===== src/rtl/instr_encoder_loader_if.sv =====
// ---------------------------------------------------------------------------
// Bus interfaces for instr_encoder_loader.
//
// instr_in_if : symbolic-instruction handshake from the program source into
//               the encoder.
//    master modport = instruction producer (drives fields and in_valid)
//    slave  modport = encoder (drives in_ready)
//
// mem_wr_if   : word-write channel from the encoder into instruction memory.
//    master modport = encoder (drives mem_valid, mem_addr, mem_wdata)
//    slave  modport = memory  (drives mem_ready)
// ---------------------------------------------------------------------------

interface instr_in_if;
   logic        in_valid;
   logic        in_ready;
   logic [2:0]  in_class;
   logic [4:0]  in_rs;
   logic [4:0]  in_rt;
   logic [4:0]  in_rd;
   logic [2:0]  in_fsel;
   logic [15:0] in_imm;
   logic [25:0] in_target;

   modport master (
      output in_valid, in_class, in_rs, in_rt, in_rd, in_fsel, in_imm, in_target,
      input  in_ready
   );

   modport slave (
      input  in_valid, in_class, in_rs, in_rt, in_rd, in_fsel, in_imm, in_target,
      output in_ready
   );
endinterface

interface mem_wr_if #(
   parameter int ADDR_W = 6
);
   logic              mem_valid;
   logic              mem_ready;
   logic [ADDR_W-1:0] mem_addr;
   logic [31:0]       mem_wdata;

   modport master (
      output mem_valid, mem_addr, mem_wdata,
      input  mem_ready
   );

   modport slave (
      input  mem_valid, mem_addr, mem_wdata,
      output mem_ready
   );
endinterface


===== src/rtl/instr_encoder_loader.sv =====
// ---------------------------------------------------------------------------
// instr_encoder_loader
//
// Turns symbolic instructions (class + register/immediate fields) into 32-bit
// MIPS words using the same opcode/funct values as the core's decoder, and
// writes them to consecutive instruction-memory addresses through a 2-entry
// output buffer. Used by test/boot logic to preload programs.
//
// Ports:
//    clk, rst_n      : clock (rising edge), asynchronous active-low reset
//    start           : pulse, restart loading at BASE_ADDR (wins over finish)
//    finish          : pulse, stop accepting and drain (only acts in LOAD)
//    inBus (slave)   : in_valid/in_ready handshake plus instruction fields
//    memBus (master) : mem_valid/mem_ready write channel, mem_addr, mem_wdata
//    busy            : high while loading or draining
//    done            : one-cycle pulse when draining completes
//    err             : sticky flag for illegal class/fsel, cleared by start
//
// Optional feature, macro INSTR_ENC_NOP_PAD_EN:
//    when defined, draining also writes NOP words (32'h0) to the remaining
//    addresses until DEPTH words have been written in total.
// ---------------------------------------------------------------------------

module instr_encoder_loader #(
   parameter int ADDR_W    = 6,
   parameter int DEPTH     = 64,
   parameter int BASE_ADDR = 0
) (
   input  logic      clk,
   input  logic      rst_n,
   input  logic      start,
   input  logic      finish,
   instr_in_if.slave inBus,
   mem_wr_if.master  memBus,
   output logic      busy,
   output logic      done,
   output logic      err
);

   localparam int CNT_W = $clog2(DEPTH + 1);

   typedef enum logic [1:0] {
      IDLE,
      LOAD,
      DRAIN
   } state_t;

   state_t            state_q, state_d;
   logic [1:0]        bufCnt_q, bufCnt_d;
   logic [ADDR_W-1:0] addr0_q, addr0_d, addr1_q, addr1_d;
   logic [31:0]       word0_q, word0_d, word1_q, word1_d;
   logic [ADDR_W-1:0] ptr_q, ptr_d;
   logic [CNT_W-1:0]  acceptCnt_q, acceptCnt_d;
   logic              err_q, err_d;
   logic              done_q, done_d;

   logic              inReady;
   logic              accept;
   logic              pop;
   logic              push;
   logic              padPush;
   logic              padDone;
   logic [31:0]       pushWord;
   logic [31:0]       encWord;
   logic              encIllegal;
   logic [5:0]        funct;
   logic [1:0]        cntAfterPop;

   // Instruction encoder. Illegal classes and R-type function selects encode
   // as an all-zero NOP and raise encIllegal so the sticky error can be set.
   always_comb begin
      encWord    = 32'h0;
      encIllegal = 1'b0;
      funct      = 6'b000000;
      case (inBus.in_fsel)
         3'd0:    funct = 6'b100000;
         3'd1:    funct = 6'b100010;
         3'd2:    funct = 6'b100100;
         3'd3:    funct = 6'b100101;
         3'd4:    funct = 6'b101010;
         default: funct = 6'b000000;
      endcase
      case (inBus.in_class)
         3'd0: begin
            if (inBus.in_fsel > 3'd4) begin
               encIllegal = 1'b1;
            end else begin
               encWord = {6'b000000, inBus.in_rs, inBus.in_rt, inBus.in_rd, 5'b00000, funct};
            end
         end
         3'd1:    encWord = {6'b100011, inBus.in_rs, inBus.in_rt, inBus.in_imm};
         3'd2:    encWord = {6'b101011, inBus.in_rs, inBus.in_rt, inBus.in_imm};
         3'd3:    encWord = {6'b000100, inBus.in_rs, inBus.in_rt, inBus.in_imm};
         3'd4:    encWord = {6'b000010, inBus.in_target};
         3'd5:    encWord = {6'b001000, inBus.in_rs, inBus.in_rt, inBus.in_imm};
         default: encIllegal = 1'b1;
      endcase
   end

   // Handshake qualifiers. Only LOAD accepts instructions, and only while the
   // buffer has room and the DEPTH quota is not used up. In DRAIN the padding
   // logic (when built in) uses the same buffer slot rules as real words.
   always_comb begin
      inReady = (state_q == LOAD) && (bufCnt_q != 2'd2) &&
                (acceptCnt_q != CNT_W'(DEPTH));
      accept  = inBus.in_valid && inReady;
      pop     = (bufCnt_q != 2'd0) && memBus.mem_ready;
`ifdef INSTR_ENC_NOP_PAD_EN
      padPush = (state_q == DRAIN) && (bufCnt_q != 2'd2) &&
                (acceptCnt_q != CNT_W'(DEPTH));
      padDone = (acceptCnt_q == CNT_W'(DEPTH));
`else
      padPush = 1'b0;
      padDone = 1'b1;
`endif
      push     = accept || padPush;
      pushWord = accept ? encWord : 32'h0;
   end

   // Next-state logic for the whole block. The buffer is a two-slot shift
   // register whose slot 0 is always the head, so the memory outputs come
   // straight from registers. A pop shifts slot 1 down; a push lands in the
   // first slot that is free after that pop. start overrides everything
   // else, including a simultaneous finish or accept.
   always_comb begin
      state_d     = state_q;
      bufCnt_d    = bufCnt_q;
      addr0_d     = addr0_q;
      addr1_d     = addr1_q;
      word0_d     = word0_q;
      word1_d     = word1_q;
      ptr_d       = ptr_q;
      acceptCnt_d = acceptCnt_q;
      err_d       = err_q;
      done_d      = 1'b0;
      cntAfterPop = bufCnt_q - {1'b0, pop};

      if (pop) begin
         addr0_d = addr1_q;
         word0_d = word1_q;
      end
      if (push) begin
         if (cntAfterPop == 2'd0) begin
            addr0_d = ptr_q;
            word0_d = pushWord;
         end else begin
            addr1_d = ptr_q;
            word1_d = pushWord;
         end
         ptr_d       = ptr_q + 1'b1;
         acceptCnt_d = acceptCnt_q + 1'b1;
      end
      bufCnt_d = cntAfterPop + {1'b0, push};

      if (accept && encIllegal) begin
         err_d = 1'b1;
      end

      case (state_q)
         IDLE: begin
         end
         LOAD: begin
            if (finish || (accept && (acceptCnt_q == CNT_W'(DEPTH - 1)))) begin
               state_d = DRAIN;
            end
         end
         DRAIN: begin
            if ((bufCnt_q == 2'd0) && padDone) begin
               state_d = IDLE;
               done_d  = 1'b1;
            end
         end
         default: state_d = IDLE;
      endcase

      if (start) begin
         state_d     = LOAD;
         bufCnt_d    = 2'd0;
         ptr_d       = ADDR_W'(BASE_ADDR);
         acceptCnt_d = '0;
         err_d       = 1'b0;
      end
   end

   // State registers. Reset clears everything at once, so any buffered words
   // are dropped without being written.
   always_ff @(posedge clk or negedge rst_n) begin
      if (!rst_n) begin
         state_q     <= IDLE;
         bufCnt_q    <= 2'd0;
         addr0_q     <= '0;
         addr1_q     <= '0;
         word0_q     <= 32'h0;
         word1_q     <= 32'h0;
         ptr_q       <= ADDR_W'(BASE_ADDR);
         acceptCnt_q <= '0;
         err_q       <= 1'b0;
         done_q      <= 1'b0;
      end else begin
         state_q     <= state_d;
         bufCnt_q    <= bufCnt_d;
         addr0_q     <= addr0_d;
         addr1_q     <= addr1_d;
         word0_q     <= word0_d;
         word1_q     <= word1_d;
         ptr_q       <= ptr_d;
         acceptCnt_q <= acceptCnt_d;
         err_q       <= err_d;
         done_q      <= done_d;
      end
   end

   // Output drive: everything comes from registered state.
   assign inBus.in_ready   = inReady;
   assign memBus.mem_valid = (bufCnt_q != 2'd0);
   assign memBus.mem_addr  = addr0_q;
   assign memBus.mem_wdata = word0_q;
   assign busy             = (state_q != IDLE);
   assign done             = done_q;
   assign err              = err_q;

endmodule


===== src/flat_wrapper.sv =====
// flat-port wrapper written by rule: the top's interface ports become plain ports
module instr_encoder_loader_flat 
#(
   parameter int ADDR_W    = 6,
   parameter int DEPTH     = 64,
   parameter int BASE_ADDR = 0
)
  (clk, rst_n, start, finish, busy, done, err, inBus_in_valid, inBus_in_class, inBus_in_rs, inBus_in_rt, inBus_in_rd, inBus_in_fsel, inBus_in_imm, inBus_in_target, inBus_in_ready, memBus_mem_valid, memBus_mem_addr, memBus_mem_wdata, memBus_mem_ready);
  instr_in_if inBus_i ();
  mem_wr_if #(.ADDR_W(ADDR_W)) memBus_i ();
  input  logic clk;
  input  logic rst_n;
  input  logic start;
  input  logic finish;
  output logic busy;
  output logic done;
  output logic err;
  input wire logic [$bits(inBus_i.in_valid)-1:0] inBus_in_valid;
  input wire logic [$bits(inBus_i.in_class)-1:0] inBus_in_class;
  input wire logic [$bits(inBus_i.in_rs)-1:0] inBus_in_rs;
  input wire logic [$bits(inBus_i.in_rt)-1:0] inBus_in_rt;
  input wire logic [$bits(inBus_i.in_rd)-1:0] inBus_in_rd;
  input wire logic [$bits(inBus_i.in_fsel)-1:0] inBus_in_fsel;
  input wire logic [$bits(inBus_i.in_imm)-1:0] inBus_in_imm;
  input wire logic [$bits(inBus_i.in_target)-1:0] inBus_in_target;
  output wire logic [$bits(inBus_i.in_ready)-1:0] inBus_in_ready;
  output wire logic [$bits(memBus_i.mem_valid)-1:0] memBus_mem_valid;
  output wire logic [$bits(memBus_i.mem_addr)-1:0] memBus_mem_addr;
  output wire logic [$bits(memBus_i.mem_wdata)-1:0] memBus_mem_wdata;
  input wire logic [$bits(memBus_i.mem_ready)-1:0] memBus_mem_ready;
  assign inBus_i.in_valid = inBus_in_valid;
  assign inBus_i.in_class = inBus_in_class;
  assign inBus_i.in_rs = inBus_in_rs;
  assign inBus_i.in_rt = inBus_in_rt;
  assign inBus_i.in_rd = inBus_in_rd;
  assign inBus_i.in_fsel = inBus_in_fsel;
  assign inBus_i.in_imm = inBus_in_imm;
  assign inBus_i.in_target = inBus_in_target;
  assign inBus_in_ready = inBus_i.in_ready;
  assign memBus_mem_valid = memBus_i.mem_valid;
  assign memBus_mem_addr = memBus_i.mem_addr;
  assign memBus_mem_wdata = memBus_i.mem_wdata;
  assign memBus_i.mem_ready = memBus_mem_ready;
  instr_encoder_loader #(.ADDR_W(ADDR_W), .DEPTH(DEPTH), .BASE_ADDR(BASE_ADDR)) u_core (.clk(clk), .rst_n(rst_n), .start(start), .finish(finish), .inBus(inBus_i), .memBus(memBus_i), .busy(busy), .done(done), .err(err));
endmodule

===== config.mk =====
export PLATFORM = sky130hd
export DESIGN_NAME = instr_encoder_loader_flat
export DESIGN_NICKNAME = d
export VERILOG_FILES = /design/src/rtl/instr_encoder_loader_if.sv /design/src/rtl/instr_encoder_loader.sv /design/src/flat_wrapper.sv
export SDC_FILE = /design/constraint.sdc
export NUM_CORES = 1
export LEC_CHECK = 0
export BUFFER_PORTS_ARGS = -buffer_cell sky130_fd_sc_hd__buf_2
export CORE_ASPECT_RATIO = 0.5
export CORE_MARGIN = 8
export CORE_UTILIZATION = 36
export CTS_BUF_LIST = sky130_fd_sc_hd__clkbuf_16
export DETAILED_ROUTE_END_ITERATION = 7
export PLACE_DENSITY_LB_ADDON = 0.2
export SETUP_SLACK_MARGIN = 0.4
export SYNTH_ARGS = -nofsm -noshare
export SYNTH_HDL_FRONTEND = slang
export SYNTH_SLANG_ARGS = --single-unit

===== constraint.sdc =====
create_clock -name clk -period 8.1 [get_ports clk]
set_input_delay 0.405 -clock clk [delete_from_list [all_inputs] [get_ports clk]]
set_output_delay 0.405 -clock clk [all_outputs]
set_load 0.03 [all_outputs]

=== Word level (Yosys, flattened, before mapping) ===
Cells that the tools add are included.

* Bits of input ports: 69
* Bits in registers: 95
* Logic and storage cells: 76

* Equal/unequal tests: 17
* Bitwise gates (word level): 1
* Multiplexer cells: 24
* Reduce and logical (&&, ||, !) cells: 19
* $add $sub $neg: 4
* Magnitude comparators: 1

{| class="wikitable"
|+ Operators by type and width
! kind !! count
|-
| one-hot mux 32 bit (6 select lines) || 1
|-
| 2-to-1 mux 32 bit || 3
|-
| 2-to-1 mux 6 bit || 5
|-
| one-hot mux 6 bit (5 select lines) || 1
|-
| 2-to-1 mux 26 bit || 1
|-
| 2-to-1 mux 7 bit || 2
|-
| equality test 3 x 2 -> 1 bit, second input constant || 4
|-
| equality test 3 bit, second input constant || 3
|-
| 2-to-1 mux 2 bit || 4
|-
| nonzero test 2 bit || 4
|-
| adder 7 x 1 -> 7 bit, second input constant || 1
|-
| equality test 7 x 6 -> 1 bit, second input constant || 1
|-
| != test 7 bit, second input constant || 1
|-
| adder 6 x 1 -> 6 bit, second input constant || 1
|-
| equality test 3 x 1 -> 1 bit, second input constant || 2
|-
| logical AND 1 bit || 6
|-
| zero test 2 bit || 3
|-
| zero test 3 bit || 2
|-
| one-hot mux 2 bit (3 select lines) || 1
|-
| 2-to-1 mux 1 bit || 5
|-
| OR reduction 5 bit || 1
|-
| != test 2 bit, second input constant || 2
|-
| greater-than comparator 3 bit, second input constant || 1
|-
| != test 3 x 2 -> 1 bit, second input constant || 1
|-
| other kinds (10) || 10
|}

=== Logic depth before layout (Yosys ltp) ===
Gate-level depths: netlist of the first run.

* Word-level depth: 9
* Mapped depth: 12
* Depth with buffers taken out: 8

=== Worst setup path before layout of the first run ===
Ideal clock, no wire load.

* Path type: reg-to-reg
* From: register u_core.bufCnt_q[1]
* To: register u_core.word0_q[11] (netlist: u_core.memBus.mem_wdata[11])
* Cell stages (with the launch flop): 13
* Library setup time: 0.139 ns
* Path slack: 5.179 ns
* Arrival time: 2.782 ns
* Path buffers: 4
* Period minus slack after synthesis: 2.921 ns
* Cells stage by stage: dfrtp_1 > or2_2 > clkbuf_1 > nand2_2 > inv_2 > buf_2 > ha_1 > xnor2_1 > nand2_2 > or3_4 > buf_12 > buf_12 > mux2i_1

* Longest elaborated chain between the ends: 6

{| class="wikitable"
|+ RTL lines
! item !! RTL line !! text
|-
| start: declaration || instr_encoder_loader.sv:49 || <nowiki>logic [1:0] bufCnt_q, bufCnt_d;</nowiki>
|-
| start signal: assignment || instr_encoder_loader.sv:201 || <nowiki>bufCnt_q <= bufCnt_d;</nowiki>
|-
| nonzero test 2 bit * || - ||
|-
| via memBus_mem_valid || flat_wrapper.sv:27 || <nowiki>output wire logic [$bits(memBus_i.mem_valid)-1:0] memBus_mem_valid;</nowiki>
|-
| logical AND 1 bit * || instr_encoder_loader.sv:107 || <nowiki>pop = (bufCnt_q != 2'd0) && memBus.mem_ready;</nowiki>
|-
| subtractor 2 x 1 -> 2 bit || instr_encoder_loader.sv:136 || <nowiki>cntAfterPop = bufCnt_q - {1'b0, pop};</nowiki>
|-
| zero test 2 bit || instr_encoder_loader.sv:143 || <nowiki>if (cntAfterPop == 2'd0) begin</nowiki>
|-
| 2-to-1 mux 32 bit || instr_encoder_loader.sv:143 ||
|-
| 2-to-1 mux 32 bit * || instr_encoder_loader.sv:142 || <nowiki>if (push) begin</nowiki>
|-
| via u_core.word0_d[11] || instr_encoder_loader.sv:51 || <nowiki>logic [31:0] word0_q, word0_d, word1_q, word1_d;</nowiki>
|-
| end signal: assignment || instr_encoder_loader.sv:204 || <nowiki>word0_q <= word0_d;</nowiki>
|-
| end: declaration || instr_encoder_loader.sv:51 ||
|}

Mark *: on every way through the listed nets, which the timed path passes. The rest lies on a longest branch.
A chain may end at the register's enable or synchronous reset.

=== Worst setup path in the final report of the first run ===
* From: register u_core.bufCnt_q[1]
* To: register u_core.word0_q[27] (netlist: u_core.memBus.mem_wdata[27])

* Longest elaborated chain between the ends: 6

{| class="wikitable"
|+ RTL lines
! item !! RTL line
|-
| nonzero test 2 bit || instr_encoder_loader.sv:107
|-
| logical AND 1 bit || instr_encoder_loader.sv:107
|-
| subtractor 2 x 1 -> 2 bit || instr_encoder_loader.sv:136
|-
| zero test 2 bit || instr_encoder_loader.sv:143
|-
| 2-to-1 mux 32 bit || instr_encoder_loader.sv:143
|-
| 2-to-1 mux 32 bit * || instr_encoder_loader.sv:142
|-
| via u_core.word0_d[27] || instr_encoder_loader.sv:51
|}

Marked as above.

==> results.py, run 1 <==
metrics = {
    "worst_setup_path": {
        "arrival_ns": 3.83,
        "path_class": "flip-flop to flip-flop",
        "crit_path_max_fanout": 64,
        "critPathRequiredTime_ns": 8.35,
        "cp-start-kind": "flip-flop",
        "crit_path_end_kind": "flip-flop",
    },
    "clocking": {
        "cts_setup_buffers": 0,
        "cts_buffer_depth": 2,
        "cts.sink_count": 93,
        "cts_tree": "done",
        "cts_root_buffer": "clkbuf_16",
        "numCtsBuffers": 9,
        "ctsHoldBuffers": 1,
        "insertion_delay_ns": 0.34,
        "htreeDepth": 3,
        "cts-resized-gates": 0,
        "clk_pin_slew_worst_paths_ns": 0.07,
    },
    "logic_synthesis": {
        "syn_area_per_cell_um2": 11.0,
        "ys_ff_latch": 93,
        "synthCells": 432,
        "synthFlopType": "dfrtp_1",
        "synth_xor_xnor_area_share": 0.00738,
        "synthArstFlopShare": 1.00,
        "synth_top_area_cell": "dfrtp_1",
        "yosysUniqueCellTypes": 50,
        "synth.area.mux_share": 0.152,
        "ys_seq_area_frac": 0.491,
        "synth_top_family_by_area": "compound AO/OA/AOI/OAI gates",
        "synth_compound_area_frac": 0.186,
        "synth_fa_ha_area_frac": 0.0132,
        "ys_top_cells_by_area": "dfrtp_1 (49%), mux2i_1 (13%), a31oi_1 (9.8%), a22o_1 (1.8%), clkbuf_1 (1.7%)",
        "syn_area_um2": 4740,
        "synth_enable_flop_cells": 0,
        "yosys.area_share.simple": 0.0963,
        "synth_top_area_share": 0.491,
        "syn-num-nets": 506,
        "ys.warnings.count": 0,
    },
    "floorplanning": {
        "core_area_um2": 12800,
        "io_pins": 112,
        "row_count": 29,
        "start_util": 0.371,
        "dieWidth_um": 178,
        "die-area_um2": 17300,
        "die_height_um": 97.2,
    },
    "global_routing": {
        "grt_use_total": 0.141,
        "use_met1": 0.189,
        "antenna_found_initial": 0,
        "grt_pass1_wl_um": 20200,
        "use_met3": 0.0376,
        "grt_start_max_net_pins": 83,
        "grt_use_met2": 0.224,
        "busiest_layer": "met2",
        "grt.overflow.total": 0,
        "grt_pass1_vias": 3755,
    },
    "timing": {
        "max_freq_mhz": 279,
        "finalCritPeriodShare": 0.442,
        "tns_ns": 0,
        "period_needed_ns": 3.58,
        "slew_viol_final": 0,
        "relSlewSlack": 0.261,
        "rsz0062_at_grt": "false",
        "setup_ws_ns": 4.52,
        "hold_viol": 0,
        "finClkSkew_ns": 0.00631,
        "setup_viol": 0,
        "worst-slew-pin-transition_ns": 1.11,
    },
    "drt": {
        "vias": 3726,
        "wl_per_cell_um": 17.5,
        "viasPerCell": 5.35,
        "drt_iter0_drc": 313,
        "first_pass_iters": 4,
        "detail-route-antenna-nets": 0,
        "drc": 0,
        "wirelength_um": 12200,
    },
    "worst_hold_path": {
        "hold_path_class": "input pin to flip-flop",
    },
    "placed_design": {
        "place_area_um2": 5330,
        "port_buffers": 111,
        "routabilityCongestion": 0.702,
        "dp_hpwl_um": 8130,
        "dp_worst_setup_slack_ns": 4.54,
    },
    "finish": {
        "syn_to_final_growth_pct": 18.8,
        "final_area_um2": 5640,
        "drive_above_1_share": 0.287,
        "final_nets": 595,
        "multiInputGateArea_um2": 2170,
        "insertedDiodeCount": 0,
        "nFillCells": 1238,
        "regArea_um2": 2330,
    },
    "flow_run": {
        "maxCapViolations": 0,
    },
    "power": {
        "power_switching_mw": 0.824,
        "ir_worst_vdd_mv": 0.201,
        "cellInternalPower_mw": 1.17,
        "pwr-share-seq": 0.373,
        "p_leak_nw": 2.64,
        "clkPwrFrac": 0.207,
        "power_density_nw_per_um2": 354,
        "p_sw_frac": 0.413,
        "p_comb_frac": 0.420,
    },
    "outcome": {
        "outcome": "complete, no violations",
    },
}
## per-layer routing
layer / vias to the layer above / wire, um
met5: - / 0
met4: 0 / 53
met3: 4 / 394
met2: 71 / 5860
met1: 1824 / 5900
li1: 1827 / -
## layout by cell type (no fill, tap or decap), drive strengths merged, types with 3 or more instances in the layout
master / instances
mux2: 10
a22o: 10
nand2: 21
mux2i: 61
a31oi: 74
nor4: 7
nand3: 7
nor2b: 8
xnor2: 3
clkbuf: 9
nor2: 14
a221oi: 4
o21ai: 7
a21oi: 9
a311oi: 3
clkinv: 5
inv: 11
or2: 3
ha: 5
a22oi: 7
buf: 114
or3: 5
a222oi: 6
nor3: 3
or4: 3
dfrtp: 93
a31o: 3
## power groups by stage
stage	combinational [mW]	sequential [mW]	clock, mW
5_1_grt	0.919	0.766	0.442
2_1_floorplan	0.466	0.912	0
4_1_cts	0.845	0.746	0.423
3_5_place_dp	0.844	0.752	0
3_3_place_gp	0.833	0.752	0
6_report	0.837	0.744	0.413
## area by class of cell
cell class / count / share of cell area
clock inverters: 7 / 0.0118
multi-input cells: 290 / 0.385
flip-flops and latches: 93 / 0.413
well taps: 170 / 0.0377
clock buffers: 9 / 0.0400
inverters: 12 / 0.00799
repair buffers: 115 / 0.105
## cell usage after synthesis, types with 8 or more instances
| cell | count |
|---|---|
| a21oi_1 | 9 |
| a22o_1 | 10 |
| a31oi_1 | 74 |
| buf_2 | 8 |
| clkbuf_1 | 22 |
| dfrtp_1 | 93 |
| inv_1 | 9 |
| mux2i_1 | 61 |
| nand2_1 | 19 |
| nor2_1 | 14 |
| nor2b_1 | 8 |
## flip-flops by register name, summed over array words and instances (netlist names)
register and flops:
u_core.memBus.mem_addr 6, u_core.acceptCnt_q 7, u_core.done 1, u_core.memBus.mem_wdata 32
u_core.ptr_q 6, u_core.state_q 2, u_core.addr1_q 6, u_core.err 1
u_core.bufCnt_q 2, u_core.word1_q 30
## logic make-up after synthesis
group	count (synthesis)
AOI/OAI and AO/OA	128
xor gates and xnor gates	4
adders and majority gates	5
buffers and inverters	49
DFF	93
muxes	71
and+or+nand+nor	82
## metrics by stage
stage                     total power, mW  hold slack, ns  std cells   util
after floorplan                      1.38           0.109        432      -
after global placement               1.58           0.253        679  0.418
after detailed placement             1.60           0.253        679  0.418
after CTS                            2.01           0.374        696  0.441
after global routing                 2.13           0.396        696  0.441
final                                1.99           0.381        696  0.441
## critical path, cell delays in order, from the launching register on
cell and delay (ns):
dfrtp_1 0.40, or2_2 0.34, nand2_2 0.19, inv_2 0.42, ha_1 0.38, xnor2_1 0.16, nand2_2 0.08, buf_4 0.52
or3_4 0.68, mux2i_1 0.27
## worst paths after layout
kind | slack, ns | endpoint | depth (start not counted) | from
hold / removal | 0.38 | u_core.memBus.mem_wdata[4]$_DFF_PN0_ | 3 | inBus_in_imm[4]
setup / recovery | 4.52 | u_core.memBus.mem_wdata[27]$_DFF_PN0_ | 9 | u_core.bufCnt_q[1]$_DFF_PN0_
hold reg to reg | 0.50 | u_core.addr1_q[2]$_DFFE_PN0P_ | 1 | u_core.addr1_q[2]$_DFFE_PN0P_
setup reg to reg | 4.52 | u_core.memBus.mem_wdata[27]$_DFF_PN0_ | 9 | u_core.bufCnt_q[1]$_DFF_PN0_
max in group asynchronous | 6.39 | u_core.memBus.mem_wdata[5]$_DFF_PN0_ | 3 | rst_n
min in group asynchronous | 0.44 | u_core.memBus.mem_wdata[12]$_DFF_PN0_ | 2 | rst_n
Power figures use the tool's default switching activity.
==> run 2: changes to the inputs <==
==> constraint.sdc (replaced) <==
create_clock -name clk -period 3.6 [get_ports clk]
set_input_delay 0.18 -clock clk [delete_from_list [all_inputs] [get_ports clk]]
set_output_delay 0.18 -clock clk [all_outputs]
set_load 0.03 [all_outputs]
==> results.py, run 2 (synthesis results as in run 1) <==
metrics = {
    "drt": {
        "wirelength_um": 12500,
        "vias": 3843,
        "first_pass_iters": 5,
        "drt_iter0_drc": 259,
        "drc": 0,
        "viasPerCell": 5.49,
        "detail-route-antenna-nets": 0,
        "wl_per_cell_um": 17.9,
    },
    "worst_setup_path": {
        "critical_path.top_delay_family": "simple AND/OR/NAND/NOR gates",
        "timing.rr.end": "u_core.addr1_q[0]$_DFFE_PN0P_",
        "r2r_slack_ns": 0.93,
        "cp_num_buf_inv": 2,
        "arrival_ns": 2.88,
        "max_stage_delay_ns": 0.52,
        "crit_path_end_kind": "flip-flop",
        "cp_common_cell": "nand2_2",
        "path_class": "flip-flop to flip-flop",
        "r2r_cells": 9,
        "cp_slowest_cell": "buf_4",
        "cp_cell_sequence": "or2_2 -> nand2_2 -> inv_2 -> ha_1 -> xnor2_1 -> nand2_2 -> buf_4 -> nand3_4 -> mux2_2",
        "worstSetupStartpoint": "u_core.bufCnt_q[1]$_DFF_PN0_",
        "critPathRequiredTime_ns": 3.82,
        "cp-start-kind": "flip-flop",
        "timing.rr.start": "u_core.bufCnt_q[1]$_DFF_PN0_",
        "crit_path_max_fanout": 58,
    },
    "flow_run": {
        "maxCapViolations": 0,
    },
    "power": {
        "power_density_nw_per_um2": 788,
        "p_leak_nw": 2.66,
        "clkPwrFrac": 0.198,
        "ir_worst_vdd_mv": 0.284,
        "pwr-share-seq": 0.377,
        "cellInternalPower_mw": 2.58,
        "p_total_mw": 4.45,
        "power_switching_mw": 1.88,
        "p_sw_frac": 0.421,
        "p_comb_frac": 0.425,
    },
    "outcome": {
        "outcome": "complete, no violations",
    },
    "clocking": {
        "numCtsBuffers": 9,
        "ctsHoldBuffers": 1,
        "clk_pin_slew_worst_paths_ns": 0.07,
        "cts_tree": "done",
        "cts-resized-gates": 0,
        "cts_root_buffer": "clkbuf_16",
        "cts_buffer_depth": 2,
        "insertion_delay_ns": 0.33,
        "cts_setup_buffers": 0,
        "htreeDepth": 3,
        "cts.sink_count": 93,
    },
    "timing": {
        "setup_viol": 0,
        "worst-slew-pin-transition_ns": 1.11,
        "tns_ns": 0,
        "finalCritPeriodShare": 0.740,
        "slew_viol_final": 0,
        "relSlewSlack": 0.256,
        "hold_viol": 0,
        "finClkSkew_ns": 0.00585,
        "max_freq_mhz": 375,
        "period_needed_ns": 2.67,
        "rsz0062_at_grt": "false",
    },
    "floorplanning": {
        "io_pins": 112,
        "die_height_um": 97.2,
        "row_count": 29,
        "dieWidth_um": 178,
        "core_area_um2": 12800,
        "die-area_um2": 17300,
        "start_util": 0.371,
    },
    "finish": {
        "multiInputGateArea_um2": 2170,
        "largest_register_ffs": 32,
        "layout_common_cells": "buf_2 (110), dfrtp_1 (93), a31oi_1 (74)",
        "nFillCells": 1277,
        "drive_above_1_share": 0.296,
        "final-instance-count-excl-fill": 700,
        "regArea_um2": 2330,
        "final_common_cell": "buf_2",
        "syn_to_final_growth_pct": 19.0,
        "final_nets": 599,
        "insertedDiodeCount": 0,
        "final_area_um2": 5650,
    },
    "global_routing": {
        "grt_use_total": 0.146,
        "grt_start_max_net_pins": 61,
        "grt.overflow.total": 0,
        "grt_pass1_wl_um": 20900,
        "grt_pass1_vias": 3934,
        "antenna_found_initial": 0,
    },
    "placed_design": {
        "routabilityCongestion": 0.731,
        "dp_cells": 683,
        "port_buffers": 111,
        "place_area_um2": 5360,
        "dp_hpwl_um": 8500,
    },
    "worst_hold_path": {
        "holdPathEnd": "u_core.memBus.mem_wdata[14]$_DFF_PN0_",
        "hold_path_class": "input pin to flip-flop",
        "hold_start": "inBus_in_imm[14]",
        "hold_path_depth": 3,
    },
}
run 2: cell count changes in the layout (fill, tap and decap cells not counted), sizes merged:
cell	before	now
bufinv	1	0
clkinvlp	2	1
buf	114	118
inv	11	14
clkinv	5	4
run 2: power groups by stage:
stage	Sequential (mW)	Combinational, mW	Clock, mW
floorplan	2.05	1.05	0
global placement	1.69	1.88	0
detailed placement	1.70	1.91	0
CTS	1.68	1.91	0.904
global route	1.73	2.08	0.948
finish	1.68	1.89	0.882
run 2: worst reg2reg max path, delay by kind of cell (launching register included):
family                   cells  cell delay, ns
AND/OR/NAND/NOR              4            0.90
buffers and inverters        2            0.57
flip-flops                   1            0.40
multiplexers                 1            0.34
adder cells (fa/ha/maj)      1            0.18
XOR/XNOR                     1            0.16
run 2: area by class of cell:
class	count	share of cell area
clock buffer	9	0.0399
clock inverter	7	0.00864
inverter	12	0.00798
multi-input combinational	290	0.384
sequential	93	0.412
tap	170	0.0377
timing repair buffer	119	0.110
run 2: metal layers:
layer	vias up	routed length [um]	track usage
li1	1843	-	-
met1	1908	5840	0.199
met5	-	0	0
met4	0	61	0.0316
met3	4	567	0.0334
met2	88	6050	0.232
run 2: worst max-delay path by stage:
stage	slack, ns	cells past startpoint	endpoint
floorplan	0.68	12	u_core.memBus.mem_wdata[11]$_DFF_PN0_
global placement	1.00	9	u_core.addr1_q[2]$_DFFE_PN0P_
detailed placement	0.93	9	u_core.addr1_q[0]$_DFFE_PN0P_
CTS	0.92	9	u_core.addr1_q[0]$_DFFE_PN0P_
global route	0.77	9	u_core.word1_q[26]$_DFFE_PN0P_
finish	0.93	9	u_core.addr1_q[0]$_DFFE_PN0P_
run 2: through the flow:
stage / utilization / setup slack, ns / hold slack [ns]
2_1_floorplan: - / 0.679 / -0.116
3_3_place_gp: 0.420 / 1.00 / 0.307
3_5_place_dp: 0.420 / 0.930 / 0.297
4_1_cts: 0.442 / 0.915 / 0.165
5_1_grt: 0.442 / 0.765 / 0.193
6_report: 0.442 / 0.935 / 0.165
